===== src/rtl/gpio_ctrl.sv =====
// gpio_ctrl: N-pin GPIO controller on the SoC register-packet bus.
// Holds direction/output/interrupt configuration, synchronises the pads,
// latches level or edge interrupts per pin and raises one interrupt line.
module gpio_ctrl #(
  parameter int N  = 24,
  parameter int AW = 32,
  parameter int PW = 2*AW+40,
  parameter int ID = 0
) (
  input  logic          clk,
  input  logic          nreset,
  input  logic          reg_access,
  input  logic [PW-1:0] reg_packet,
  input  logic [N-1:0]  gpio_in,
  output logic [31:0]   reg_rdata,
  output logic [N-1:0]  gpio_out,
  output logic [N-1:0]  gpio_en,
  output logic          gpio_irq,
  output logic [31:0]   gpio_ilat
);

  localparam logic [2:0] BLK_ID = 3'(ID);

  // Register indices (dstaddr[6:3])
  localparam logic [3:0] IDX_DIR     = 4'h0;
  localparam logic [3:0] IDX_IN      = 4'h1;
  localparam logic [3:0] IDX_OUT     = 4'h2;
  localparam logic [3:0] IDX_OUTCLR  = 4'h3;
  localparam logic [3:0] IDX_OUTSET  = 4'h4;
  localparam logic [3:0] IDX_OUTXOR  = 4'h5;
  localparam logic [3:0] IDX_IMASK   = 4'h6;
  localparam logic [3:0] IDX_ITYPE   = 4'h7;
  localparam logic [3:0] IDX_IPOL    = 4'h8;
  localparam logic [3:0] IDX_ILAT    = 4'h9;
  localparam logic [3:0] IDX_ILATCLR = 4'hA;

  // Zero-extend an N-bit pin vector to the 32-bit bus width.
  function automatic logic [31:0] zext32(input logic [N-1:0] v);
    logic [31:0] r;
    r = 32'd0;
    r[N-1:0] = v;
    return r;
  endfunction

  // Packet fields
  logic [AW-1:0] dstaddr_s;
  logic [AW-1:0] wdata_s;
  logic [N-1:0]  data_s;
  logic [3:0]    idx_s;
  logic          sel_s;
  logic          wr_s;
  logic          rd_s;
  logic          unused_s;

  assign dstaddr_s = reg_packet[AW+7:8];
  assign wdata_s   = reg_packet[2*AW+7:AW+8];
  assign data_s    = wdata_s[N-1:0];
  assign idx_s     = dstaddr_s[6:3];
  assign sel_s     = reg_access & (dstaddr_s[10:8] == BLK_ID);
  assign wr_s      = sel_s & reg_packet[0];
  assign rd_s      = sel_s & ~reg_packet[0];

  // Ctrl, srcaddr and the unused address/data bits are deliberately ignored.
  assign unused_s = ^{reg_packet[7:1], reg_packet[PW-1:2*AW+8], dstaddr_s, wdata_s};

  // State
  logic [N-1:0] dir_q,   dir_d;
  logic [N-1:0] out_q,   out_d;
  logic [N-1:0] imask_q, imask_d;
  logic [N-1:0] itype_q, itype_d;
  logic [N-1:0] ipol_q,  ipol_d;
  logic [N-1:0] ilat_q,  ilat_d;
  logic [N-1:0] sync1_q, sync_q, prev_q;
  logic [31:0]  rdata_q, rdata_d;
  logic [N-1:0] ilat_clr_s;
  logic [N-1:0] ilat_set_s;
  logic [N-1:0] rd_sel_s;

  // Configuration register writes, including the OUT set/clear/toggle aliases.
  always_comb begin
    dir_d      = dir_q;
    out_d      = out_q;
    imask_d    = imask_q;
    itype_d    = itype_q;
    ipol_d     = ipol_q;
    ilat_clr_s = '0;
    if (wr_s) begin
      case (idx_s)
        IDX_DIR:     dir_d      = data_s;
        IDX_OUT:     out_d      = data_s;
        IDX_OUTCLR:  out_d      = out_q & ~data_s;
        IDX_OUTSET:  out_d      = out_q | data_s;
        IDX_OUTXOR:  out_d      = out_q ^ data_s;
        IDX_IMASK:   imask_d    = data_s;
        IDX_ITYPE:   itype_d    = data_s;
        IDX_IPOL:    ipol_d     = data_s;
        IDX_ILATCLR: ilat_clr_s = data_s;
        default:     ilat_clr_s = '0;
      endcase
    end else begin
      ilat_clr_s = '0;
    end
  end

  // Interrupt detection: level matches polarity, or edge into the polarity level;
  // a set in the same cycle as a clear takes precedence.
  always_comb begin
    ilat_set_s = ~(sync_q ^ ipol_q) & (~itype_q | (sync_q ^ prev_q));
    ilat_d     = (ilat_q & ~ilat_clr_s) | ilat_set_s;
  end

  // Read mux: load on a read access, otherwise hold the last read value.
  always_comb begin
    rd_sel_s = '0;
    rdata_d  = rdata_q;
    if (rd_s) begin
      case (idx_s)
        IDX_DIR:   rd_sel_s = dir_q;
        IDX_IN:    rd_sel_s = sync_q;
        IDX_OUT:   rd_sel_s = out_q;
        IDX_IMASK: rd_sel_s = imask_q;
        IDX_ITYPE: rd_sel_s = itype_q;
        IDX_IPOL:  rd_sel_s = ipol_q;
        IDX_ILAT:  rd_sel_s = ilat_q;
        default:   rd_sel_s = '0;
      endcase
      rdata_d = zext32(rd_sel_s);
    end else begin
      rdata_d = rdata_q;
    end
  end

  // State registers with synchronous reset that overrides any access.
  always_ff @(posedge clk) begin
    if (nreset) begin
      dir_q   <= '0;
      out_q   <= '0;
      imask_q <= {N{1'b1}};
      itype_q <= '0;
      ipol_q  <= '0;
      ilat_q  <= '0;
      sync1_q <= '0;
      sync_q  <= '0;
      prev_q  <= '0;
      rdata_q <= 32'd0;
    end else begin
      dir_q   <= dir_d;
      out_q   <= out_d;
      imask_q <= imask_d;
      itype_q <= itype_d;
      ipol_q  <= ipol_d;
      ilat_q  <= ilat_d;
      sync1_q <= gpio_in;
      sync_q  <= sync1_q;
      prev_q  <= sync_q;
      rdata_q <= rdata_d;
    end
  end

  assign reg_rdata = rdata_q;
  assign gpio_out  = out_q;
  assign gpio_en   = dir_q;
  assign gpio_irq  = |(ilat_q & ~imask_q);
  assign gpio_ilat = zext32(ilat_q);

endmodule


===== config.mk =====
export PLATFORM = sky130hd
export DESIGN_NAME = gpio_ctrl
export DESIGN_NICKNAME = d
export VERILOG_FILES = /design/src/rtl/gpio_ctrl.sv
export SDC_FILE = /design/constraint.sdc
export NUM_CORES = 1
export LEC_CHECK = 0
export BUFFER_PORTS_ARGS = -buffer_cell sky130_fd_sc_hd__buf_2
export CORE_MARGIN = 3
export CORE_UTILIZATION = 45
export CTS_CLUSTER_DIAMETER = 80
export DETAILED_ROUTE_END_ITERATION = 10
export PLACE_DENSITY_LB_ADDON = 0.25
export REMOVE_ABC_BUFFERS = 1
export SLEW_MARGIN = 0
export SYNTH_ARGS = -nofsm -noshare
export SYNTH_HDL_FRONTEND = slang
export SYNTH_SLANG_ARGS = --single-unit

===== constraint.sdc =====
create_clock -name clk -period 2.14 [get_ports clk]
set_input_delay 0.214 -clock clk [delete_from_list [all_inputs] [get_ports clk]]
set_output_delay 0.214 -clock clk [all_outputs]
set_load 0.005 [all_outputs]

[Word-level counts from Yosys, hierarchy flattened]
Index checks and enable logic that the tools add are counted.
Word-level totals
  bits in registers: 240
  bits of input ports: 131
  output and inout port bits: 113
  word-level logic and storage cells: 52
Operators by class
  equal/unequal tests: 10
  mux-type cells: 4
  bitwise logic cells: 19
  reduce and logical (&&, ||, !) cells: 9
Operator list (number)
  24-bit one-hot mux with 7 select lines: 1
  24-bit NOT: 5
  24-bit bitwise AND: 4
  24-bit one-hot mux with 4 select lines: 1
  24-bit OR: 3
  24-bit XOR: 3
  24-bit 2-to-1 mux: 2
  24-bit OR reduction: 1
  4-bit by 3-bit equality test with 1-bit output (second input constant): 4
  4-bit equality test (second input constant): 3
  2-bit AND reduction: 5
  4-bit by 2-bit equality test with 1-bit output (second input constant): 2
  4-bit by 1-bit equality test with 1-bit output (second input constant): 1
  4-bit logical NOT: 1
  4-bit nonzero test: 1
  1-bit bitwise AND: 3
  3-bit logical NOT: 1
  1-bit NOT: 1

[Logic depth before layout (Yosys ltp)]
Gate-level depths: netlist of the first run.
  depth in word-level cells: 7
  depth in mapped cells: 8
  depth with buffers taken out: 6

[Least setup slack after synthesis of the first run]
No wires, ideal clock.
  path kind: input -> register
  start point: input reg_packet[17]
  end point: register imask_q[14]
  setup time: 120 ps
  data arrival time: 1563 ps
  required time: 2020 ps
  setup slack: 457 ps
  stages on the path: 5
  path buffers: 2
  cell sequence: nor4b_4 > nand4_1 > clkbuf_1 > clkbuf_1 > a211o_1
On the way
  word-level cells in the longest chain between the ends: 4
RTL lines
  start, declared: line 13  | input logic [PW-1:0] reg_packet,
  3-bit logical NOT: line 59  | assign sel_s = reg_access & (dstaddr_s[10:8] == BLK_ID);
  1-bit bitwise AND: line 59
  1-bit bitwise AND: line 60  | assign wr_s = sel_s & reg_packet[0];
  2-bit AND reduction (no line)
  end signal, assigned: line 138  | imask_q <= {N{1'b1}};
  end signal, assigned: line 149  | imask_q <= imask_d;
  end, declared: line 69  | logic [N-1:0] imask_q, imask_d;
Every way passes these cells.
A chain may end at the register's enable or synchronous reset.

[Worst setup path after layout of the first run]
  start point: register ilat_q[5]
  end point: output gpio_irq
On the way
  word-level cells in the longest chain between the ends: 2
RTL lines
  start, declared: line 72  | logic [N-1:0] ilat_q, ilat_d;
  start signal, assigned: line 152  | ilat_q <= ilat_d;
  24-bit bitwise AND: line 163  | assign gpio_irq = |(ilat_q & ~imask_q);
  24-bit OR reduction: line 163
  end, declared: line 18  | output logic gpio_irq,
Every way passes these cells.

==> flow_summary_export.csv, run 1 <==
group,metric,value,unit
outcome,status,"complete, no violations",
global_route,antenna_found_initial,0,
floorplan,core,0.0253,mm²
place,hpwl,25400,µm
timing,max_clock_freq,468,MHz
cts,cts_buffers,27,
finish,nNetsFinal,1733,
timing,hold_violations,0,
finish,areaGrowthSynthToFinish,24.0,%
finish,nFillCells,2312,
critical_path,end_kind,"output port",
timing,slew_viol_final,0,
global_route,grt-ovfl-total,0,
critical_path,crit_buf_inv,2,
critical_path,crit_chain,"inv_1, o22ai_1, nor4_2, nand3_1, buf_2",
floorplan,die_area,0.0277,mm²
cts,clk_latency,0.55,ns
floorplan,die_w,166,µm
timing,slew_headroom,41.7,%
critical_path,crit_required,1.93,ns
cts,cts_root_buffer,"clkbuf_16",
synth,yosys_register_bits,240,
critical_path,max_stage_delay,0.40,ns
synth,synth_top_cell_area_share,41.5,%
critical_path,crit_family,"simple AND/OR/NAND/NOR gates",
synth,synth_edf_count,0,
synth,synth_ff_type,"dfxtp_1",
synth,syn_area_per_cell,8.53,µm²
floorplan,start_util,45.8,%
finish,seq_area,0.00480,mm²
finish,final_common_cell,"dfxtp_1",
global_route,grt_pass1_wl,58600,µm
synth,synth_area,0.0116,mm²
synth,yosysWarnings,0,
cts,clock_sinks,240,
route,post_drt_wl_per_cell,19.8,µm
critical_path,critPathKind,"register to output port",
timing,tns,0,ns
finish,fin_util,56.8,%
synth,synthCells,1356,
synth,ys_types,61,
run,cap_violations,0,
critical_path,slowest_stage,"nor4_2",
pwr,power.density,734,mW/mm²
route,num_vias,10900,
timing,period_minus_slack,2.14,ns
cts,path_clk_slew,0.06,ns
global_route,grt_usage,26.2,%
floorplan,die_h,166,µm
finish,drive_gt1_share,18.7,%
route,firstDrtPassIters,5,
pwr,p_leak,0.00625,µW
route,totalWireLength,37700,µm
synth,synthTopCellsByArea,"dfxtp_1 (42%), nor2b_1 (5.6%), nand2_1 (5.3%)",
pwr,total_power,10500,µW
floorplan,std_cell_rows,58,
timing,fin_crit_sh,99.8,%
synth,seq_area_frac_synth,41.5,%
route,drc,0,
timing,setup_violations,0,
place,port_buffers,155,
route,viasPerCell,5.71,
timing,rsz0062_at_grt,"false",
synth,synthArstFlopShare,0,%
finish,antenna_cells,0,
floorplan,ios,244,
cts,clk_path_buf_depth,3,
synth,synth_top_area_cell,"dfxtp_1",
route,drt_iter0_markers,979,
cts,h-tree-depth,1,
min_path,hold_path.class,"input port to register",
timing,tightestPinTransition,0.871,ns
place,gp_congestion,0.904,
pwr,ir_drop,0.674,mV
global_route,grt_pass1_vias,10100,
route,antenna_left,0,
finish,multi_input_area,0.00600,mm²
cts,cts_tree,"done",
timing,clock-skew-final,0.0128,ns
global_route,grt_max_degree,102,
critical_path,crit_arrival,1.92,ns
critical_path,start_kind,"register",
critical_path,critical_path_peak_fanout,4,
finish,layout_common_cells,"dfxtp_1 (240), nand2_1 (164), buf_2 (154)",
-- flip-flops by register name (all words and copies together), names as in the netlist --
signal	count
gpio_en	24
prev_q	24
imask_q	24
sync1_q	24
ilat_q	24
itype_q	24
sync_q	24
gpio_out	24
reg_rdata	24
ipol_q	24
-- power by group --
group	internal [µW]	switching (µW)	total, µW
clock network	3020	1920	4940
registers	4560	74.2	4630
logic	397	554	951
-- worst paths after layout --
check / startpoint / endpoint / slack (ns) / cells past startpoint
worst max-delay path: ilat_q[5] / gpio_irq / 0.003 / 5
worst min-delay path: nreset / imask_q[22] / 0.05 / 3
worst max register to register: gpio_out[15] / gpio_out[15] / 0.47 / 5
worst min register to register: sync1_q[1] / sync_q[1] / 0.43 / 1
-- per-stage QoR --
| stage | hold WS [ns] | cell area [µm²] | worst slack [ns] | std cells |
|---|---|---|---|---|
| floorplan | 0.283 | 11100 | -0.298 | 1255 |
| global placement | 0.416 | 12900 | 0.133 | 1807 |
| detailed placement | 0.420 | 12900 | 0.0889 | 1807 |
| CTS | 0.0346 | 14300 | 0.0490 | 1904 |
| global route | 0.0708 | 14300 | 0.00230 | 1904 |
| finish | 0.0473 | 14300 | 0.00331 | 1904 |
-- area by class of cell --
type / count / share of cell area [%]
Clock buffer: 35 / 5.13
Timing Repair Buffer: 270 / 12.9
Tap cell: 330 / 2.88
Inverter: 89 / 2.33
Multi-Input combinational cell: 926 / 41.8
Sequential cell: 240 / 33.5
Clock inverter: 14 / 1.42
-- worst min-delay path: cells and delay by family --
| kind | cells | cell delay, ns |
|---|---|---|
| AOI/OAI and AO/OA | 1 | 0.09 |
| buffers and inverters | 2 | 0.24 |
-- kinds of logic (layout without fill, tap and decap cells) --
group | count (synthesis) | after routing | share of synthesized area [%]
other | 1 | 16 | 0.0324
xor gates and xnor gates | 1 | 1 | 0.0757
DFF | 240 | 240 | 41.5
adders and majority gates | 48 | 48 | 5.19
and+or+nand+nor | 471 | 471 | 21.4
AOI/OAI and AO/OA | 338 | 338 | 19.8
muxes | 52 | 52 | 4.52
buffers and inverters | 205 | 408 | 7.42
-- layer usage --
metal	up-vias	track usage (%)	share of wire [%]
li1	5092	-	-
met1	5171	37.0	44
met5	-	0	0
met3	84	4.69	8.5
met4	0	7.50	2.9
met2	516	41.5	44
-- synthesized netlist by cell type (3+ instances only) --
| library cell | count |
|---|---|
| nand4_1 | 6 |
| o211ai_1 | 6 |
| a2bb2oi_1 | 11 |
| o21ai_0 | 54 |
| or3b_2 | 7 |
| mux2i_1 | 50 |
| or4b_2 | 5 |
| a22oi_1 | 21 |
| nor2_1 | 75 |
| nand3b_1 | 3 |
| or2_2 | 5 |
| a31oi_1 | 24 |
| buf_4 | 16 |
| and4b_1 | 11 |
| a22o_1 | 25 |
| nor4_1 | 3 |
| o221ai_1 | 6 |
| nor2b_1 | 104 |
| o32ai_1 | 5 |
| nand2b_1 | 9 |
| o2bb2ai_1 | 11 |
| o31a_1 | 4 |
| a221oi_1 | 4 |
| o2111ai_1 | 10 |
| a21oi_1 | 84 |
| ha_1 | 48 |
| clkbuf_1 | 78 |
| dfxtp_1 | 240 |
| nand3_1 | 9 |
| buf_1 | 4 |
| and3b_1 | 3 |
| o31ai_1 | 15 |
| nor3_1 | 26 |
| o22ai_1 | 26 |
| buf_2 | 17 |
| nor3b_1 | 10 |
| nand2_1 | 164 |
| nor4bb_1 | 10 |
| a211o_1 | 23 |
| inv_1 | 89 |
| and3_1 | 11 |
-- repair_timing --
action / CTS / global route
hold endpoints to repair: 90 / 0
hold buffers: 48 / 0
gates resized for setup: 2 / 0
setup endpoints to repair: 1 / 0
setup buffers: 0 / 0
Power figures use the tool's default switching activity.
==> run 2, diff against run 1 <==
Settings changed: RECOVER_POWER set to 25.
==> run 2 against run 1 <==
Sequential share of layout area up 0.053 points; die area unchanged; global-route usage unchanged; sequential power about the same; critical path type unchanged; largest cell class unchanged.
==> flow_summary_export.csv, run 2 (synthesis gave the netlist of run 1 again) <==
group,metric,value,unit
outcome,status,"complete, no violations",
floorplan,die_w,166,µm
finish,fin_util,56.7,%
critical_path,critPathKind,"register to output port",
cts,h-tree-depth,1,
timing,period_minus_slack,2.13,ns
timing,fin_ws,0.0110,ns
floorplan,die_h,166,µm
global_route,grt-ovfl-total,0,
pwr,pwr-share-clk,46.9,%
timing,holdWs,0.0472,ns
place,port_buffers,155,
global_route,antenna_found_initial,0,
global_route,grt_max_degree,102,
cts,cts_buffers,27,
timing,tns,0,ns
pwr,switchingPower,2540,µW
pwr,seqPwrFrac,44.1,%
floorplan,ios,244,
floorplan,die_area,0.0277,mm²
pwr,power.density,734,mW/mm²
route,viasPerCell,5.70,
timing,slew_headroom,42.6,%
critical_path,crit_arrival,1.92,ns
place,hpwl,25400,µm
cts,clk_latency,0.55,ns
route,post_drt_wl_per_cell,19.8,µm
place,preCtsSetupSlack,0.0889,ns
floorplan,core,0.0253,mm²
global_route,grt_pass1_vias,10100,
timing,clock-skew-final,0.0142,ns
global_route,grt_usage,26.2,%
timing,fin_crit_sh,99.5,%
pwr,p_comb_share,9.0,%
route,drc,0,
route,num_vias,10900,
finish,stdcell_area,0.0143,mm²
cts,clk_path_buf_depth,3,
finish,areaGrowthSynthToFinish,23.8,%
cts,cts_root_buffer,"clkbuf_16",
route,drt_iter0_markers,1004,
timing,rsz0062_at_grt,"false",
finish,layout_common_cells,"dfxtp_1 (240), nand2_1 (164), buf_2 (151)",
critical_path,end_kind,"output port",
run,cap_violations,0,
min_path,hold_path.class,"input port to register",
critical_path,crit_required,1.93,ns
place,placed_area,0.0129,mm²
route,firstDrtPassIters,5,
pwr,p_int,7970,µW
timing,hold_violations,0,
finish,final_common_cell,"dfxtp_1",
timing,tightestPinTransition,0.858,ns
finish,nNetsFinal,1733,
route,antenna_left,0,
global_route,grt_pass1_wl,58600,µm
cts,cts_tree,"done",
place,gp_congestion,0.904,
pwr,p_sw_share,24.1,%
timing,max_clock_freq,470,MHz
floorplan,start_util,45.8,%
timing,slew_viol_final,0,
floorplan,std_cell_rows,58,
cts,clock_sinks,240,
timing,setup_violations,0,
cts,path_clk_slew,0.06,ns
pwr,ir_drop,0.674,mV
finish,antenna_cells,0,
pwr,p_leak,0.00622,µW
finish,drive_gt1_share,18.4,%
route,totalWireLength,37700,µm
critical_path,critical_path_peak_fanout,4,
critical_path,start_kind,"register",
-- run 2: cell types whose count changed in the layout (fill, tap and decap cells not counted) --
| cell | before | now |
|---|---|---|
| buf_2 | 154 | 151 |
| buf_4 | 60 | 59 |
| clkbuf_1 | 5 | 9 |
| nor4b_1 | 0 | 1 |
| nor4b_4 | 1 | 0 |
-- run 2: layer usage --
metal  GRT usage, %  vias to the layer above  share of wire [%]
met1           37.0                     5221                 45
met3           4.69                       72                8.1
li1               -                     5092                  -
met5              0                        -                  0
met2           41.5                      465                 45
met4           7.50                        0                2.7
-- run 2: cell type report --
type	instances	area, µm²
Tap cell	330	413
Clock inverter	14	204
Timing Repair Buffer	270	1850
Multi-Input combinational cell	926	5980
Fill cell	2313	10900
Clock buffer	35	736
Inverter	89	334
Sequential cell	240	4800
-- run 2: stage by stage --
stage / total power [µW] / instances
2_1_floorplan: 5080 / 1255
3_3_place_gp: 5580 / 1807
3_5_place_dp: 5590 / 1807
4_1_cts: 10500 / 1904
5_1_grt: 10800 / 1904
6_report: 10500 / 1904
-- run 2: what timing repair did --
| action | 4_1_cts | 5_1_grt |
|---|---|---|
| setup endpoints to repair | 1 | 0 |
| hold endpoints to repair | 90 | 0 |
| hold buffers | 48 | 0 |
| buffers inserted | 0 | 0 |
| gates resized for setup | 2 | 0 |
-- run 2: power by group through the flow --
stage / Sequential [µW] / Clock (µW) / Combinational [µW]
2_1_floorplan: 4710 / 0 / 376
3_3_place_gp: 4730 / 0 / 851
3_5_place_dp: 4730 / 0 / 864
4_1_cts: 4630 / 4980 / 936
5_1_grt: 4640 / 5160 / 1030
6_report: 4630 / 4930 / 947
-- run 2: worst max-delay path, stage by stage, from the launching register on --
cell,delay (ns)
dfxtp_1,0.34
inv_1,0.12
o22ai_1,0.11
nor4_2,0.39
nand3_1,0.22
buf_2,0.18
-- run 2: path summary, 6_finish.rpt --
path | startpoint | endpoint | slack [ns] | depth (start not counted)
max | ilat_q[5] | gpio_irq | 0.01 | 5
min | nreset | imask_q[22] | 0.05 | 3
max reg2reg | gpio_out[15] | gpio_out[15] | 0.47 | 5
min reg2reg | sync1_q[1] | sync_q[1] | 0.43 | 1
